<file path="config.mk">
export PLATFORM = sky130hd
export DESIGN_NAME = dmem_arbiter
export DESIGN_NICKNAME = d
export VERILOG_FILES = /design/src/rtl/mem_pkg.sv /design/src/rtl/dmem_arbiter.sv
export SDC_FILE = /design/constraint.sdc
export NUM_CORES = 1
export LEC_CHECK = 0
export ABC_AREA = 1
export ABC_CLOCK_PERIOD_IN_PS = 1600
export BUFFER_PORTS_ARGS = -buffer_cell sky130_fd_sc_hd__buf_2
export CAP_MARGIN = 20
export CORE_AREA = 2 2 117 119
export DETAILED_ROUTE_END_ITERATION = 16
export DIE_AREA = 0 0 119 121
export PLACE_DENSITY = 0.65
export SETUP_SLACK_MARGIN = 0.1
export SLEW_MARGIN = 40
export SYNTH_ARGS = -nofsm -noshare
export SYNTH_HDL_FRONTEND = slang
export SYNTH_SLANG_ARGS = --single-unit
</file>
<file path="constraint.sdc">
create_clock -name clk -period 1.6 [get_ports clk]
set_input_delay 0.32 -clock clk [delete_from_list [all_inputs] [get_ports clk]]
set_output_delay 0.32 -clock clk [all_outputs]
set_load 0.01 [all_outputs]
</file>
<file path="src/rtl/mem_pkg.sv">
// Shared definitions for the data-memory subsystem: RAM geometry,
// the peripheral base address, and the arbiter state encoding.
package mem_pkg;

  // Word-address width of the data RAM (2^RAM_SIZE_BIT 32-bit words).
  localparam int RAM_SIZE_BIT = 7;

  // First memory-mapped peripheral; lies outside the RAM window.
  localparam logic [31:0] PERIPH_BASE_ADDR = 32'h4000_0010;

  // Arbiter states: IDLE evaluates requests, DONE issues the AUX ack.
  typedef enum logic {
    ARB_IDLE = 1'b0,
    ARB_DONE = 1'b1
  } arb_state_t;

endpackage

</file>
<file path="src/rtl/dmem_arbiter.sv">
// Data-RAM arbiter between the CPU MEM stage and one auxiliary master.
// The CPU normally wins; a starved AUX request is forced through and the
// CPU stalls for that one cycle. The AUX side sees a req/ack handshake
// with registered read data one cycle after the grant.
module dmem_arbiter
  import mem_pkg::*;
#(
  parameter int RAM_SIZE_BIT = mem_pkg::RAM_SIZE_BIT,
  parameter int STARVE_LIMIT = 4,
  parameter int CNT_W        = 3
) (
  input  logic        clk,
  input  logic        reset,
  input  logic        cpu_re,
  input  logic        cpu_we,
  input  logic [31:0] cpu_addr,
  input  logic [31:0] cpu_wdata,
  output logic [31:0] cpu_rdata,
  output logic        cpu_stall,
  input  logic        aux_req,
  input  logic        aux_we,
  input  logic [31:0] aux_addr,
  input  logic [31:0] aux_wdata,
  output logic [31:0] aux_rdata,
  output logic        aux_ack,
  output logic        aux_err,
  output logic        mem_read,
  output logic        mem_write,
  output logic [31:0] mem_addr,
  output logic [31:0] mem_wdata,
  input  logic [31:0] mem_rdata
);

  localparam logic [CNT_W-1:0] CNT_LIMIT = CNT_W'(STARVE_LIMIT);

  arb_state_t        state_q, state_d;
  logic [CNT_W-1:0]  wait_cnt_q, wait_cnt_d;
  logic              aux_ack_q, aux_ack_d;
  logic              aux_err_q, aux_err_d;
  logic [31:0]       aux_rdata_q, aux_rdata_d;

  logic cpu_acc;
  logic aux_oor;
  logic in_idle;
  logic aux_grant;
  logic aux_range_err;

  assign cpu_acc = cpu_re | cpu_we;
  // Any address bit above the RAM word window marks an AUX range error.
  assign aux_oor = |aux_addr[31:RAM_SIZE_BIT+2];
  assign in_idle = (state_q == ARB_IDLE);

  // Grant decision and RAM port mux; the CPU owns the RAM unless AUX is granted.
  always_comb begin
    aux_grant     = in_idle & aux_req & ~aux_oor &
                    (~cpu_acc | (wait_cnt_q == CNT_LIMIT));
    aux_range_err = in_idle & aux_req & aux_oor;

    mem_read  = cpu_re;
    mem_write = cpu_we;
    mem_addr  = cpu_addr;
    mem_wdata = cpu_wdata;
    cpu_rdata = mem_rdata;
    if (aux_grant) begin
      mem_read  = ~aux_we;
      mem_write = aux_we;
      mem_addr  = aux_addr;
      mem_wdata = aux_wdata;
      cpu_rdata = 32'h0;
    end

    cpu_stall = aux_grant & cpu_acc;
  end

  // Next-state values for the FSM, wait counter and AUX response registers.
  always_comb begin
    state_d     = ARB_IDLE;
    wait_cnt_d  = wait_cnt_q;
    aux_ack_d   = 1'b0;
    aux_err_d   = aux_err_q;
    aux_rdata_d = aux_rdata_q;

    if (aux_grant) begin
      state_d     = ARB_DONE;
      wait_cnt_d  = '0;
      aux_ack_d   = 1'b1;
      aux_err_d   = 1'b0;
      aux_rdata_d = aux_we ? 32'h0 : mem_rdata;
    end else if (aux_range_err) begin
      state_d     = ARB_DONE;
      aux_ack_d   = 1'b1;
      aux_err_d   = 1'b1;
      aux_rdata_d = 32'h0;
    end else if (in_idle && aux_req) begin
      // Denied by the CPU: count towards forced priority, saturating.
      if (wait_cnt_q != CNT_LIMIT) begin
        wait_cnt_d = wait_cnt_q + CNT_W'(1);
      end
    end
  end

  // State and registered outputs; reset drops any transaction in flight.
  always_ff @(posedge clk or posedge reset) begin
    if (reset) begin
      state_q     <= ARB_IDLE;
      wait_cnt_q  <= '0;
      aux_ack_q   <= 1'b0;
      aux_err_q   <= 1'b0;
      aux_rdata_q <= 32'h0;
    end else begin
      state_q     <= state_d;
      wait_cnt_q  <= wait_cnt_d;
      aux_ack_q   <= aux_ack_d;
      aux_err_q   <= aux_err_d;
      aux_rdata_q <= aux_rdata_d;
    end
  end

  assign aux_ack   = aux_ack_q;
  assign aux_err   = aux_err_q;
  assign aux_rdata = aux_rdata_q;

endmodule

</file>
==> key figures <==
Run status
  – Run status: complete, but fails checks
  – Failing checks: negative setup slack

Die
  – Chip Width: approximately 120 µm
  – DIE AREA: about 14000 µm²
  – Die Ht: roughly 120 µm
  – Placement Rows: 42
  – # IOs: 299
  – Starting Density: 22.9%
  – Core area: between 10000 and 15000 µm²

GRT
  – Largest net degree at the start of global routing: 58
  – GR Overflow Total: 0
  – Vias in the first global route: 4198
  – Initial antenna violation count: 0
  – All-Layer GR Usage: 18.7%
  – First-pass GRT wire length: 21300 µm

Timing
  – Final setup fails: 132
  – Fin worst setup slack: -507 ps
  – Final min period: 2110 ps
  – Max Clock Skew: 7.45 ps
  – Crit share post-route: 132%
  – Worst slew pin tran: approximately 390 ps
  – Rel. slew slack: 74.1%
  – Fmax: between 0.4 and 0.5 GHz
  – Slew Limit Fails: 0
  – RSZ-0062 raised after global routing: true
  – Final-report hold violation count: 0

Pwr
  – Sw Pwr: 903 µW
  – Power Dens Cells: around 470 nW/µm²
  – Internal power: 2.09 mW
  – Switching share of power: 30.2%
  – Leak pwr: 3.61 nW
  – Worst VDD drop: 0.334 mV
  – Tot Pwr: 2.99 mW
  – Clock power share: 35.6%
  – Gate power share: 33.1%
  – Flop pwr share: between 30% and 40%

Routing
  – Metal-1 WL: 5910 µm
  – Starting DRT DRC Count: 168
  – Post-route antenna net violation count: 0
  – First-pass DRT Iterations: 4
  – Met2 Wirelength: 8020 µm
  – Total Wirelength: 15700 µm
  – Via/cell ratio: 4.63
  – DR WL/cell: 15.8 µm
  – Met3 WL post-DR: between 1000 and 1500 µm
  – Top routing layer in use: met4
  – DRC: 0
  – Via count: approximately 4600

Finish
  – Most frequent cells in the layout: 249 x buf_2, 101 x nand2_1, 76 x nand4_1
  – Antenna diode count: 0
  – Area Growth Syn to Fin: 111%
  – Cell area after layout: 6320 µm²
  – Share of layout cells above drive strength 1: 60.1%
  – Commonest non-fill, non-tap cell in the layout: buf_2
  – Nets: 984

Clock tree
  – Longest Clk Path Bufs: 2
  – CTS tree: done
  – Root Buffer: clkbuf_16
  – Cts bufs inserted: 5
  – CTS Hold Bufs: 0
  – Later-pin clock latency in the skew report: 280 ps
  – Htree depth: 2
  – CTS sink cnt: 37
  – Worst-path clk slew: 60 ps

Placement
  – PortBufs: 298
  – Placed Instance Area: 5000 µm²
  – HPWL Detailed: slightly below 10000 µm
  – Gpl congestion: 0.827
  – Pre-CTS setup slack: -356 ps

Logic synthesis
  – Syn Area/Cell: 5.95 µm²
  – Syn Nets: 671
  – Mapped Cells: 503
  – Count of cell types in the netlist: 18
  – Register area share after synthesis: 30.9%
  – Netlist Area Pre-Place: 2990 µm²
  – #FFs+latches synth: 37
  – Ys Warns: 0

Worst setup path
  – Critical path class: reg2out
  – Critical R2R Launch: wait_cnt_q[1]
  – WP data arrival: 1790 ps
  – Most used cell, CP: nand2_4
  – Largest stage delay, worst path: 390 ps
  – Cell depth of the worst flop-to-flop path: 10
  – Buffers & Inverters on Critical Path: 4
  – Reg2Reg Capture Point: aux_rdata[14]
  – Crit path max-delay cell type: dfrtp_1
  – Required time of the worst setup path: 1280 ps
  – Critical Path Fanout Max: 6
  – CP Launch Point: wait_cnt_q[1]
  – Crit path max-delay family: buffers and inverters
  – Crit start category: flop
  – FF-to-FF setup slack: -80 ps
  – Critical Path Sink Type: primary output
  – Crit-path cells: inv_2, ha_4, nand2_4, o21ai_4, nand3_4, buf_8, clkbuf_16, nand2_4, nand2_2, buf_6

Job
  – Max cap viols: 0

Hold path
  – Hold WC Path Type: in2async
-- worst max-delay path by stage --
stage / to / slack [ps] / cells after the start
floorplan: cpu_rdata[0] / 9 / 9
global placement: mem_wdata[22] / -360 / 10
detailed placement: mem_wdata[22] / -360 / 10
CTS: mem_wdata[9] / -480 / 9
global route: mem_addr[0] / -570 / 10
finish: mem_wdata[8] / -510 / 10
-- what timing repair did --
action | 4_1_cts | 5_1_grt
setup endpoints to repair | 134 | 136
cloned | 6 | 7
setup buffers | 6 | 3
pin swaps | 1 | 8
gates resized for setup | 49 | 131
-- tightest hold or removal path, cell delays in order --
cell	delay, ps
buf_2	100
clkinv_1	60
buf_12	230
-- per-stage QoR --
stage          utilization, %  hold WS [ps]  TNS [ps]  instances
2_1_floorplan               -           500         0        503
3_3_place_gp             38.2           364    -27800        963
3_5_place_dp             38.2           366    -27540        963
4_1_cts                  42.8          59.4    -48100        983
5_1_grt                  48.3          80.7    -58210        993
6_report                 48.3          57.8    -47590        993
-- sequential cells by signal (all words and copies together), names as in the netlist --
name,count
aux_rdata,32
aux_ack,1
aux_err,1
wait_cnt_q,3
-- cells in the mapped netlist, drive strengths merged --
cell type    n  share of area (%)
o21bai       1               0.38
nand4       76                 16
buf         30                6.2
inv         67                8.4
nand3        4                1.1
dfrtp       37                 31
ha           2               0.84
xor2         1               0.29
nor2       103                 13
clkbuf      10                1.3
o21ai        1               0.29
clkinv       1               0.17
nand2      170                 21
-- kinds of logic after synthesis --
kind of cell / Yosys count / share of synthesized area (%)
DFF: 37 / 30.9
xor gates and xnor gates: 1 / 0.293
buffers and inverters: 108 / 16.0
AOI/OAI and AO/OA: 2 / 0.669
and+or+nand+nor: 353 / 51.2
adders and majority gates: 2 / 0.836
-- power groups by stage --
| stage | clock (mW) | sequential, mW | combinational [mW] |
|---|---|---|---|
| global route | 1.14 | 0.937 | 1.07 |
| finish | 1.07 | 0.938 | 0.990 |
| floorplan | 0 | 0.956 | 0.365 |
| global placement | 0 | 0.955 | 0.793 |
| detailed placement | 0 | 0.955 | 0.794 |
| CTS | 1.09 | 0.938 | 0.842 |
-- final cells by class --
class / count / area, µm²
Fill cell: 1278 / 6760
Timing Repair inverter: 1 / 16.3
Multi-Input combinational cell: 358 / 2150
Clock buffer: 7 / 153
Tap cell: 176 / 220
Clock inverter: 1 / 8.76
Sequential cell: 37 / 926
Inverter: 68 / 282
Timing Repair Buffer: 345 / 2560
-- metal layers --
metal	global-route usage (%)	up-vias
li1	-	2201
met1	21.3	2115
met2	35.1	247
met3	2.91	31
met4	6.70	0
met5	0	-
No activity file was read; power rests on OpenSTA's default activity.
